File: src/rtl/rf_pkg.sv
// Shared definitions for the scoreboarded register file.
// Contents: default geometry constants, register-count and counter-limit helpers,
// and index/counter typedefs for the default configuration.
package rf_pkg;

    localparam int unsigned DATA_W_DEF = 32;
    localparam int unsigned ADDR_W_DEF = 4;
    localparam int unsigned PC_IDX_DEF = 15;
    localparam int unsigned PEND_W_DEF = 2;

    // Number of architectural registers for a given address width.
    function automatic int unsigned nregs(input int unsigned addr_w);
        return 32'd1 << addr_w;
    endfunction

    // Largest count a pending counter of the given width can hold.
    function automatic int unsigned pend_max(input int unsigned pend_w);
        return (32'd1 << pend_w) - 32'd1;
    endfunction

    localparam int unsigned PEND_MAX = (1 << PEND_W_DEF) - 1;

    typedef logic [ADDR_W_DEF-1:0] reg_idx_t;
    typedef logic [PEND_W_DEF-1:0] pend_cnt_t;

endpackage

File: src/rtl/regfile_sb_if.sv
// Register-file bus: two read ports with ready flags, the issue handshake and
// the writeback strobe.
//   master : core side (drives addresses, issue request, writeback)
//   slave  : register file (returns read data, ready flags, iss_ready)
interface regfile_sb_if #(
    parameter int unsigned DATA_W = 32,
    parameter int unsigned ADDR_W = 4
);
    logic [ADDR_W-1:0] ra1;
    logic [ADDR_W-1:0] ra2;
    logic [DATA_W-1:0] rd1;
    logic [DATA_W-1:0] rd2;
    logic              rd1_rdy;
    logic              rd2_rdy;
    logic              iss_valid;
    logic [ADDR_W-1:0] iss_dst;
    logic              iss_ready;
    logic              wb_en;
    logic [ADDR_W-1:0] wb_addr;
    logic [DATA_W-1:0] wb_data;

    modport master (
        output ra1, ra2, iss_valid, iss_dst, wb_en, wb_addr, wb_data,
        input  rd1, rd2, rd1_rdy, rd2_rdy, iss_ready
    );

    modport slave (
        input  ra1, ra2, iss_valid, iss_dst, wb_en, wb_addr, wb_data,
        output rd1, rd2, rd1_rdy, rd2_rdy, iss_ready
    );
endinterface

File: src/rtl/rf_pend_cnt.sv
// Per-register pending-write counter, saturating in both directions.
// Ports:
//   CLK   in  clock
//   reset in  synchronous active-high reset
//   inc   in  an issue to this register was accepted
//   dec   in  a legal writeback to this register retired
//   cnt   out current count of outstanding writes
//   zero  out cnt == 0
//   full  out cnt == maximum
module rf_pend_cnt
    import rf_pkg::*;
#(
    parameter int unsigned PEND_W = 2
) (
    input  logic              CLK,
    input  logic              reset,
    input  logic              inc,
    input  logic              dec,
    output logic [PEND_W-1:0] cnt,
    output logic              zero,
    output logic              full
);
    localparam logic [PEND_W-1:0] CNT_MAX = PEND_W'(pend_max(PEND_W));

    logic [PEND_W-1:0] cnt_q;
    logic [PEND_W-1:0] cnt_d;

    always_comb begin
        cnt_d = cnt_q;
        // inc together with dec leaves the count alone
        if (inc && !dec && cnt_q != CNT_MAX) begin
            cnt_d = cnt_q + PEND_W'(1);
        end else if (dec && !inc && cnt_q != '0) begin
            cnt_d = cnt_q - PEND_W'(1);
        end
    end

    always_ff @(posedge CLK) begin
        if (reset) begin
            cnt_q <= '0;
        end else begin
            cnt_q <= cnt_d;
        end
    end

    assign cnt  = cnt_q;
    assign zero = (cnt_q == '0);
    assign full = (cnt_q == CNT_MAX);
endmodule

File: src/rtl/regfile_sb.sv
// Register file with a per-register pending-write scoreboard.
// Issue marks a destination pending; writeback stores data and retires one
// pending write. Read ports flag whether their value is final. Register PC_IDX
// mirrors pc_in every cycle and is never architecturally written.
// Optional macro RF_BYPASS_EN: forward a same-cycle legal writeback to the read ports.
// Ports:
//   CLK      in  clock
//   reset    in  synchronous active-high reset
//   bus      slave side of regfile_sb_if (reads, issue, writeback)
//   pc_in    in  PC value captured into PC_IDX every cycle
//   pend_any out any register has pending writes (registered)
//   wb_err   out one-cycle pulse after an illegal writeback
module regfile_sb
    import rf_pkg::*;
#(
    parameter int unsigned DATA_W = 32,
    parameter int unsigned ADDR_W = 4,
    parameter int unsigned PC_IDX = 15,
    parameter int unsigned PEND_W = 2
) (
    input  logic              CLK,
    input  logic              reset,
    regfile_sb_if.slave       bus,
    input  logic [DATA_W-1:0] pc_in,
    output logic              pend_any,
    output logic              wb_err
);
    localparam int unsigned       NREGS = nregs(ADDR_W);
    localparam logic [ADDR_W-1:0] PC_A  = PC_IDX[ADDR_W-1:0];

    logic [DATA_W-1:0] regs_q [NREGS];
    logic [PEND_W-1:0] cnt    [NREGS];
    logic [NREGS-1:0]  inc, dec, zero, full, nz_next;
    logic              wb_legal, iss_ok;
    logic              pend_any_q, wb_err_q;

    assign wb_legal = bus.wb_en && (bus.wb_addr != PC_A) && !zero[bus.wb_addr];
    // A full counter can still take an issue if a writeback retires one the same cycle
    assign iss_ok   = bus.iss_valid && (bus.iss_dst != PC_A) &&
                      (!full[bus.iss_dst] || (wb_legal && bus.wb_addr == bus.iss_dst));
    assign bus.iss_ready = iss_ok;

    always_comb begin
        inc = '0;
        dec = '0;
        if (iss_ok)   inc[bus.iss_dst] = 1'b1;
        if (wb_legal) dec[bus.wb_addr] = 1'b1;
    end

    for (genvar g = 0; g < NREGS; g++) begin : g_cnt
        rf_pend_cnt #(
            .PEND_W (PEND_W)
        ) u_cnt (
            .CLK   (CLK),
            .reset (reset),
            .inc   (inc[g]),
            .dec   (dec[g]),
            .cnt   (cnt[g]),
            .zero  (zero[g]),
            .full  (full[g])
        );
    end

    // Whether each counter is non-zero after the coming edge, for registered pend_any
    always_comb begin
        nz_next = '0;
        for (int i = 0; i < NREGS; i++) begin
            if (inc[i] && !dec[i]) begin
                nz_next[i] = 1'b1;
            end else if (dec[i] && !inc[i]) begin
                nz_next[i] = (cnt[i] != PEND_W'(1));
            end else begin
                nz_next[i] = !zero[i];
            end
        end
    end

    always_ff @(posedge CLK) begin
        if (reset) begin
            for (int i = 0; i < NREGS; i++) begin
                regs_q[i] <= '0;
            end
            pend_any_q <= 1'b0;
            wb_err_q   <= 1'b0;
        end else begin
            regs_q[PC_A] <= pc_in;
            if (wb_legal) begin
                regs_q[bus.wb_addr] <= bus.wb_data;
            end
            pend_any_q <= |nz_next;
            wb_err_q   <= bus.wb_en && !wb_legal;
        end
    end

    assign pend_any = pend_any_q;
    assign wb_err   = wb_err_q;

    always_comb begin
        bus.rd1     = regs_q[bus.ra1];
        bus.rd2     = regs_q[bus.ra2];
        bus.rd1_rdy = zero[bus.ra1] || (bus.ra1 == PC_A);
        bus.rd2_rdy = zero[bus.ra2] || (bus.ra2 == PC_A);
`ifdef RF_BYPASS_EN
        // Forwarded value is final only if this writeback retires the last pending write
        if (wb_legal && bus.wb_addr == bus.ra1) begin
            bus.rd1     = bus.wb_data;
            bus.rd1_rdy = (cnt[bus.ra1] == PEND_W'(1));
        end
        if (wb_legal && bus.wb_addr == bus.ra2) begin
            bus.rd2     = bus.wb_data;
            bus.rd2_rdy = (cnt[bus.ra2] == PEND_W'(1));
        end
`endif
    end
endmodule
File: src/flat_wrapper.sv
// flat-port wrapper written by rule: the top's interface ports become plain ports
module regfile_sb_flat import rf_pkg::*;
#(
    parameter int unsigned DATA_W = 32,
    parameter int unsigned ADDR_W = 4,
    parameter int unsigned PC_IDX = 15,
    parameter int unsigned PEND_W = 2
)
  (CLK, reset, pc_in, pend_any, wb_err, bus_ra1, bus_ra2, bus_iss_valid, bus_iss_dst, bus_wb_en, bus_wb_addr, bus_wb_data, bus_rd1, bus_rd2, bus_rd1_rdy, bus_rd2_rdy, bus_iss_ready);
  regfile_sb_if #(.DATA_W(DATA_W), .ADDR_W(ADDR_W)) bus_i ();
  input  logic CLK;
  input  logic reset;
  input  logic [DATA_W-1:0] pc_in;
  output logic pend_any;
  output logic wb_err;
  input wire logic [$bits(bus_i.ra1)-1:0] bus_ra1;
  input wire logic [$bits(bus_i.ra2)-1:0] bus_ra2;
  input wire logic [$bits(bus_i.iss_valid)-1:0] bus_iss_valid;
  input wire logic [$bits(bus_i.iss_dst)-1:0] bus_iss_dst;
  input wire logic [$bits(bus_i.wb_en)-1:0] bus_wb_en;
  input wire logic [$bits(bus_i.wb_addr)-1:0] bus_wb_addr;
  input wire logic [$bits(bus_i.wb_data)-1:0] bus_wb_data;
  output wire logic [$bits(bus_i.rd1)-1:0] bus_rd1;
  output wire logic [$bits(bus_i.rd2)-1:0] bus_rd2;
  output wire logic [$bits(bus_i.rd1_rdy)-1:0] bus_rd1_rdy;
  output wire logic [$bits(bus_i.rd2_rdy)-1:0] bus_rd2_rdy;
  output wire logic [$bits(bus_i.iss_ready)-1:0] bus_iss_ready;
  assign bus_i.ra1 = bus_ra1;
  assign bus_i.ra2 = bus_ra2;
  assign bus_i.iss_valid = bus_iss_valid;
  assign bus_i.iss_dst = bus_iss_dst;
  assign bus_i.wb_en = bus_wb_en;
  assign bus_i.wb_addr = bus_wb_addr;
  assign bus_i.wb_data = bus_wb_data;
  assign bus_rd1 = bus_i.rd1;
  assign bus_rd2 = bus_i.rd2;
  assign bus_rd1_rdy = bus_i.rd1_rdy;
  assign bus_rd2_rdy = bus_i.rd2_rdy;
  assign bus_iss_ready = bus_i.iss_ready;
  regfile_sb #(.DATA_W(DATA_W), .ADDR_W(ADDR_W), .PC_IDX(PC_IDX), .PEND_W(PEND_W)) u_core (.CLK(CLK), .reset(reset), .bus(bus_i), .pc_in(pc_in), .pend_any(pend_any), .wb_err(wb_err));
endmodule
File: config.mk
export PLATFORM = sky130hd
export DESIGN_NAME = regfile_sb_flat
export DESIGN_NICKNAME = d
export VERILOG_FILES = /design/src/rtl/rf_pkg.sv /design/src/rtl/regfile_sb_if.sv /design/src/rtl/rf_pend_cnt.sv /design/src/rtl/regfile_sb.sv /design/src/flat_wrapper.sv
export SDC_FILE = /design/constraint.sdc
export NUM_CORES = 1
export LEC_CHECK = 0
export CORE_MARGIN = 1
export CORE_UTILIZATION = 45
export CTS_CLUSTER_DIAMETER = 40
export DETAILED_ROUTE_END_ITERATION = 12
export GPL_TIMING_DRIVEN = 0
export PLACE_DENSITY = 0.71
export SLEW_MARGIN = 20
export SYNTH_ARGS = -nofsm -noshare
export SYNTH_HDL_FRONTEND = slang
export SYNTH_SLANG_ARGS = --single-unit
File: constraint.sdc
create_clock -name CLK -period 4.25 [get_ports CLK]
set_input_delay 1.0625 -clock CLK [delete_from_list [all_inputs] [get_ports CLK]]
set_output_delay 1.0625 -clock CLK [all_outputs]
set_load 0.05 [all_outputs]
# --- After elaboration in Yosys (flattened, before gate mapping) ---
# Memories as Yosys holds them, arrays and structs flattened.
# Index checks and enable logic that the tools add are counted.
totals:
  mem_bits_rw: 512
  ff_bits: 34
  inputBits: 84
  output_inout_bits: 69
  memories: 1
memory_table:
  columns: ["name", "depth", "word_bits", "rd", "rd_clocked_by_memory_dff", "write_ports", "line", "rtl"]
  rows:
  - ["u_core.regs_q", 16, 32, 2, 0, 16, "regfile_sb.sv:31", "logic [DATA_W-1:0] regs_q [NREGS];"]
classes:
  addsub: 32
  n_lt_le_gt_ge: 6
  reduce_logical: 176
  n_bitwise: 1
  n_mux: 88
  n_eq_ne: 53
ops:
  columns: ["op", "count"]
  rows:
  - ["logical AND 1 bit", 72]
  - ["two-way mux 2 bit", 32]
  - ["two-way mux 32 bit", 2]
  - ["nonzero test 2 bit", 32]
  - ["zero test 1 bit", 51]
  - ["two-way mux 1 bit", 45]
  - ["adder 2 x 1 -> 2 bit (second input constant)", 16]
  - ["equality test 2 bit (second input constant)", 16]
  - ["zero test 2 bit", 16]
  - ["two-way mux 16 bit", 2]
  - ["inequality test 2 x 1 -> 1 bit (second input constant)", 16]
  - ["inequality test 2 bit (second input constant)", 16]
  - ["OR reduction 32 bit", 1]
  - ["subtractor 2 x 1 -> 2 bit (second input constant)", 16]
  - ["less-than comparator 4 x 5 -> 1 bit (second input constant)", 4]
  - ["binary-select mux 1 bit (select 4 bit)", 4]
  - ["OR reduction 16 bit", 1]
  - ["demux 1 bit (select 4 bit)", 2]
  - ["equality test 4 bit (second input constant)", 2]
  - [">= comparator 4 x 1 -> 1 bit (second input constant)", 2]
  - ["inequality test 4 bit (second input constant)", 2]
  - ["equality test 4 bit", 1]
  - ["two-way mux 4 bit", 1]
  - ["logical OR 1 bit", 3]
  - ["bitwise OR 1 bit", 1]

# --- Longest topological paths before layout ---
# Gate-level depths: netlist of run 1.
logic_depth:
  depth_word: 14
  ltp_mapped: 12
  depth_no_buf: 10

# --- Cells and area by module ---
# From an unflattened synthesis of run 1, not the netlist that was laid out.
unflattened:
  cells_unflattened: 1957
  hier_area_um2: 29731.0
by_module_without_submodules:
  columns: ["mod", "seq_area_each_um2", "area_each_um2", "instances", "cells_per_inst"]
  rows:
  - ["regfile_sb", 15094.5, 27789.2, 1, 1733]
  - ["rf_pend_cnt", 40.0, 121.4, 16, 14]

# --- Worst setup path after synthesis of run 1 ---
# Ideal clock, no wire load.
synth_timing:
  path_type: "input port to output port"
  startpoint: "input port bus_ra2[0]"
  endpoint: "output port bus_rd2[0]"
  required_time_ns: 3.188
  arrival_time_ns: 3.352
  path_slack_ns: -0.165
  path_stages: 5
  cell_sequence: "clkbuf_1 -> clkbuf_1 -> buf_1 -> mux4_2 -> mux4_2"
synth_via:
  elab_chain_cells: 1
synth_rtl:
  columns: ["element", "line", "rtl"]
  rows:
  - ["from (decl)", "flat_wrapper.sv:17", "input wire logic [$bits(bus_i.ra2)-1:0] bus_ra2;"]
  - ["memory read (16 x 32 bit)", null, null]
  - ["to (decl)", "flat_wrapper.sv:24", "output wire logic [$bits(bus_i.rd2)-1:0] bus_rd2;"]
# No other way between the ends.

# --- Worst setup path in the final report of run 1 ---
# Same ends and word-level chain as after synthesis.

==> results_dict.tcl, run 1 <==
set metrics [dict create \
    num_vias 19526 \
    stdcell_count 3126 \
    cp_data_required_time_ns 3.19 \
    path_class "primary input to primary output" \
    clk_pin_slew_ns 0.05 \
    tns_ns 0 \
    clock_sinks 546 \
    place_congestion 0.921 \
    hold_viol_final 0 \
    die_w_um 259 \
    drc 0 \
    first_pass_iters 6 \
    p_leak_nw 12.9 \
    whs_ns 0.478 \
    die_y_um 259 \
    pwr_density_cell_nw_per_um2 440 \
    status "complete, no violations" \
    worstSetupStartpointType "primary input" \
    cpMaxStageDelayCell "mux4_2" \
    via_per_inst 6.25 \
    fin_crit_ns 4.21 \
    final.setup_skew_ns 0.0317 \
    slew_headroom_pct 26.8 \
    cts.path.max_buffers 3 \
    synth-edff-count 480 \
    final_net_count 2323 \
    yosysWarningCount 0 \
    synth.distinct_cells 58 \
    port_buffers 141 \
    worst_pin_slew_ns 1.09 \
    avgSynthCellArea_um2 15.3 \
    grt_pass1_vias 20466 \
    postSynthCellCount 1948 \
    start_util_pct 45.8 \
    dp_hpwl_mm 62.7 \
    postRouteAntennaNets 0 \
    drive_above_1_share_pct 29.7 \
    wirelength_mm 94.1 \
    critPathMaxFanout 10 \
    grt_max_degree 33 \
    p_total_mw 15.7 \
    async_flop_share_pct 0 \
    drv_slew 0 \
    fmax_mhz 238 \
    max_stage_delay_ns 0.58 \
    cts_root_buf "clkbuf_16" \
    synth.net_count 2079 \
    drt_iter0_markers 2221 \
    rows 93 \
    wire_per_inst_um 30.1 \
    setup_viol 0 \
    grt_overflow 0 \
    finalCritPeriodShare_pct 99.0 \
    grt_pass1_wl_mm 136 \
    yosysSeqAreaShare_pct 52.9 \
    numCtsBuffers 91 \
    path_cells "clkbuf_2, buf_8, buf_8, mux4_2, mux4_2, buf_2" \
    grt.total_usage_pct 28.5 \
    antenna_found_initial 5 \
    ys.flop_type "edfxtp_1" \
    syn_to_final_growth_pct 19.8 \
    end_kind "primary output" \
    ir_drop_uv 403 \
    clk_latency_ns 0.66 \
    hp-class "flip-flop to flip-flop" \
    dp_cells 2949 \
    core-area_um2 64900 \
    dieArea_um2 67100 \
    tritoncts "done" \
    htreeDepth 3 \
    synth-seq-cells 546 \
    rsz0062_at_grt "false" \
    syn_area_um2 29700 \
    max_cap_viol_count 0 \
    arrival_ns 3.15 \
    ios 153 \
]
## cell type report
| class | instances | area [µm²] |
|---|---|---|
| Fill cell | 5166 | 29300 |
| Sequential cell | 546 | 15700 |
| Antenna cell | 1 | 2.50 |
| Clock buffer | 105 | 2380 |
| Tap cell | 855 | 1070 |
| Inverter | 39 | 146 |
| Clock inverter | 66 | 783 |
| Multi-Input combinational cell | 1184 | 13300 |
| Timing Repair Buffer | 152 | 1230 |
| Buffer | 178 | 1010 |
## critical path, delay by kind of cell
family,cells,cell delay (ns)
buffers and inverters,4,0.94
multiplexers,2,1.11
## cell usage in the layout (no fill, tap or decap), drive strengths merged, types with 4 or more instances in the layout
master	synthesis	layout
or3	10	10
mux4	333	333
and2	483	483
clkinv	0	38
a311oi	6	6
nand4	4	4
maj3	7	7
a41oi	6	6
nor3	17	17
clkinvlp	0	12
or2	8	8
a31oi	6	6
bufinv	0	10
nand2b	17	17
a211oi	7	7
inv	39	45
o211ai	4	4
clkbuf	141	249
a21oi	8	8
xnor2	31	31
nand2	22	22
o21ai	11	11
nor2b	43	43
buf	38	111
dfxtp	66	66
ha	47	47
nand3	11	11
clkdlybuf4s50	0	74
mux2i	11	11
nor2	54	54
edfxtp	480	480
## cells by family (layout without fill, tap and decap cells)
kind of cell | after synthesis | in the layout | share of synthesized area (%)
adders and majority gates | 54 | 54 | 2.21
AOI/OAI and AO/OA | 70 | 70 | 1.80
xor gates and xnor gates | 33 | 33 | 0.972
buffers and inverters | 218 | 540 | 2.82
DFF | 546 | 546 | 52.9
muxes | 347 | 347 | 25.7
and+or+nand+nor | 680 | 680 | 13.6
other | 0 | 1 | 0
## final timing paths
path / endpoint / cells after the start / start / slack, ns
worst max-delay path: bus_rd2[0] / 6 / bus_ra2[0] / 0.04
worst min-delay path: u_core.g_cnt[15].u_cnt.cnt[1]$_SDFFE_PP0P_ / 2 / u_core.g_cnt[15].u_cnt.cnt[1]$_SDFFE_PP0P_ / 0.48
worst max register to register: u_core.regs_q[6][2]$_SDFFCE_PN0P_ / 9 / u_core.g_cnt[6].u_cnt.cnt[0]$_SDFFE_PP0P_ / 0.48
worst min register to register: u_core.g_cnt[15].u_cnt.cnt[1]$_SDFFE_PP0P_ / 2 / u_core.g_cnt[15].u_cnt.cnt[1]$_SDFFE_PP0P_ / 0.48
## sequential cells by signal (all words and copies together), names as in the netlist
| register | cells |
|---|---|
| u_core.regs_q | 512 |
| u_core.pend_any | 1 |
| u_core.g_cnt.u_cnt.cnt | 32 |
| u_core.wb_err | 1 |
## stage by stage
stage / setup slack, ns / area (µm²) / util (%)
floorplan: 0.107 / 29800 / -
global placement: -1.49 / 32200 / 49.7
detailed placement: -1.42 / 32400 / 49.9
CTS: -0.112 / 35700 / 55.0
global route: 0.00497 / 35600 / 54.9
finish: 0.0419 / 35600 / 54.9
## report_power, final
| group | internal (mW) | leakage, nW | switching [mW] |
|---|---|---|---|
| logic | 0.793 | 5.93 | 1.20 |
| clock network | 4.70 | 1.51 | 2.84 |
| registers | 6.04 | 5.50 | 0.118 |
## layer usage
| metal | GRT usage [%] | vias to the layer above | part of all wire, % |
|---|---|---|---|
| li1 | - | 7988 | - |
| met5 | 0 | - | 0.0096 |
| met4 | 11.6 | 2 | 4.1 |
| met1 | 36.2 | 10086 | 37 |
| met3 | 6.88 | 242 | 10 |
| met2 | 47.0 | 1208 | 49 |
## what timing repair did
action | in CTS | in global routing
resized for setup | 417 | 71
hold buffers | 0 | 0
buffers inserted | 2 | 3
pin swaps | 0 | 1
endpoints found under the setup margin | 205 | 128
## synthesized netlist by cell type, types with 4 or more instances
cell type	instances	area share, %
a31oi_1	6	0.13
nand2_1	22	0.28
dfxtp_1	66	4.4
and2_1	482	10
buf_1	30	0.38
nor2_1	54	0.68
buf_2	5	0.084
nor3_1	16	0.27
o21ai_0	11	0.19
a311oi_1	6	0.18
mux2i_1	11	0.37
o211ai_1	4	0.10
or3_1	10	0.21
edfxtp_1	480	48
mux4_2	333	25
xnor2_1	31	0.91
a41oi_1	6	0.18
a21oi_1	8	0.13
or2_2	8	0.17
nor2b_1	43	0.90
ha_1	47	2.0
nand2b_1	17	0.36
a211oi_1	7	0.18
inv_1	39	0.49
nand3_1	11	0.19
clkbuf_1	141	1.8
nand4_1	4	0.084
maj3_1	7	0.24
Power figures use the tool's default switching activity.
==> run 2: changes to the inputs <==
CTS_CLUSTER_DIAMETER = 50   (was 40)
==> run 2 against run 1 <==
Against the previous run: the flow now finishes with violations (setup timing); combinational power hardly changed; clock skew about the same; core utilization down 0.98 points; die area stayed put; flip-flop and latch count unchanged; register-to-register slack worse by 0.10 ns; sequential power hardly changed; via count barely moved; total power shrank 7.9%; cell count decreased by 1.1%; worst setup slack worse by 0.12 ns; sequential share of layout area grew 0.80 points.
==> results_dict.tcl, run 2 (synthesized netlist as in run 1, its figures left out) <==
set metrics [dict create \
    finalCritPeriodShare_pct 102 \
    dpl_cell_area_um2 32400 \
    drive_above_1_share_pct 28.8 \
    num_vias 19511 \
    max_stage_delay_ns 0.49 \
    die_w_um 259 \
    violations "setup timing" \
    largest_reg_flops 512 \
    setup_ws_ns -0.0818 \
    port_buffers 141 \
    path_cells "clkbuf_2, buf_4, clkbuf_4, mux4_2, mux4_2, dlygate4sd2_1" \
    drc 0 \
    wirelength_mm 94.5 \
    multi_input_area_um2 13300 \
    place_ws_ns -1.42 \
    final_common_cell "and2_1" \
    max_cap_viol_count 0 \
    fmax_mhz 231 \
    dp_cells 2949 \
    grt_max_degree 33 \
    ir_drop_uv 262 \
    slew_headroom_pct 16.2 \
    setup_viol 5 \
    grt.total_usage_pct 28.5 \
    mostFrequentLayoutCells "and2_1, edfxtp_1, mux4_2, clkbuf_1, clkbuf_16" \
    n_fill_cell 5256 \
    clock_sinks 546 \
    cp_data_required_time_ns 3.19 \
    fin_crit_ns 4.33 \
    n_antenna_cell 0 \
    stdcell_count 3091 \
    arrival_ns 3.27 \
    final_net_count 2305 \
    clk_latency_ns 0.63 \
    place_congestion 0.921 \
    dieArea_um2 67100 \
    cpMaxStageDelayCell "mux4_2" \
    wire_per_inst_um 30.6 \
    fin_area_um2 35000 \
    crit_path_frequent_cell "mux4_2" \
    core-area_um2 64900 \
    p_leak_nw 12.6 \
    status "finished with violations" \
    path_class "primary input to primary output" \
    pwr_density_cell_nw_per_um2 413 \
    postRouteAntennaNets 0 \
    grt_pass1_wl_mm 136 \
    cts.path.max_buffers 3 \
    first_pass_iters 6 \
    worst_pin_slew_ns 1.26 \
    hp-class "flip-flop to flip-flop" \
    start_util_pct 45.8 \
    die_y_um 259 \
    tns_ns -0.195 \
    clk_pin_slew_ns 0.05 \
    final-seq-area_um2 15700 \
    cts_root_buf "clkbuf_16" \
    hold_viol_final 0 \
    tritoncts "done" \
    worstSetupStartpointType "primary input" \
    drv_slew 0 \
    worst-r2r-setup-slack_ns 0.38 \
    ios 153 \
    critPathMaxFanout 10 \
    drt_iter0_markers 2258 \
    rows 93 \
    via_per_inst 6.31 \
    antenna_found_initial 5 \
    grt_pass1_vias 20385 \
    p_total_mw 14.4 \
    grt_overflow 0 \
    syn_to_final_growth_pct 17.6 \
    final.setup_skew_ns 0.0313 \
    dp_hpwl_mm 62.7 \
    numCtsBuffers 74 \
    htreeDepth 3 \
    regMostFlops "u_core.regs_q" \
    rsz0062_at_grt "true" \
    end_kind "primary output" \
]
==> run 2: report_power, final <==
part	switching, mW	internal, mW
Clock	2.56	3.73
Sequential	0.118	6.04
Combinational	1.20	0.799
==> run 2: cell type report <==
| cell class | count | share of cell area (%) |
|---|---|---|
| Buffer | 178 | 2.85 |
| Clock buffer | 96 | 5.88 |
| Clock inverter | 42 | 1.23 |
| Inverter | 39 | 0.418 |
| Multi-Input combinational cell | 1184 | 37.9 |
| Sequential cell | 546 | 45.0 |
| Tap cell | 855 | 3.06 |
| Timing Repair Buffer | 151 | 3.66 |
==> run 2: final timing paths <==
check | startpoint | end | cells past startpoint
worst min register to register | u_core.g_cnt[15].u_cnt.cnt[1]$_SDFFE_PP0P_ | u_core.g_cnt[15].u_cnt.cnt[1]$_SDFFE_PP0P_ | 2
worst max register to register | u_core.g_cnt[6].u_cnt.cnt[0]$_SDFFE_PP0P_ | u_core.regs_q[5][19]$_SDFFCE_PN0P_ | 9
worst max-delay path | bus_ra1[1] | bus_rd1[29] | 6
worst min-delay path | u_core.g_cnt[15].u_cnt.cnt[1]$_SDFFE_PP0P_ | u_core.g_cnt[15].u_cnt.cnt[1]$_SDFFE_PP0P_ | 2
==> run 2: through the flow <==
stage / hold WS [ns] / util, %
final: 0.480 / 53.9
after floorplan: 0.438 / -
after global placement: 0.445 / 49.7
after detailed placement: 0.473 / 49.9
after global routing: 0.504 / 53.9
after CTS: 0.479 / 54.0
==> run 2: routing by layer <==
layer | up-vias | global-route usage [%] | part of all wire (%)
li1 | 7924 | - | -
met1 | 10083 | 36.6 | 37
met2 | 1266 | 47.1 | 49
met3 | 234 | 6.40 | 10
met4 | 4 | 11.3 | 4.0
met5 | - | 0 | 0.018
==> run 2: repair_timing <==
action | CTS | global route
setup buffers | 2 | 3
gates cloned | 0 | 0
endpoints found under the setup margin | 245 | 48
pin swaps | 0 | 1
resized for setup | 397 | 67
hold endpoints to repair | 0 | 0
hold buffers | 0 | 0
==> run 2: critical path: cells and delay by family <==
| family | cells | cell delay [ns] |
|---|---|---|
| multiplexers | 2 | 0.84 |
| buffers and inverters | 4 | 1.35 |
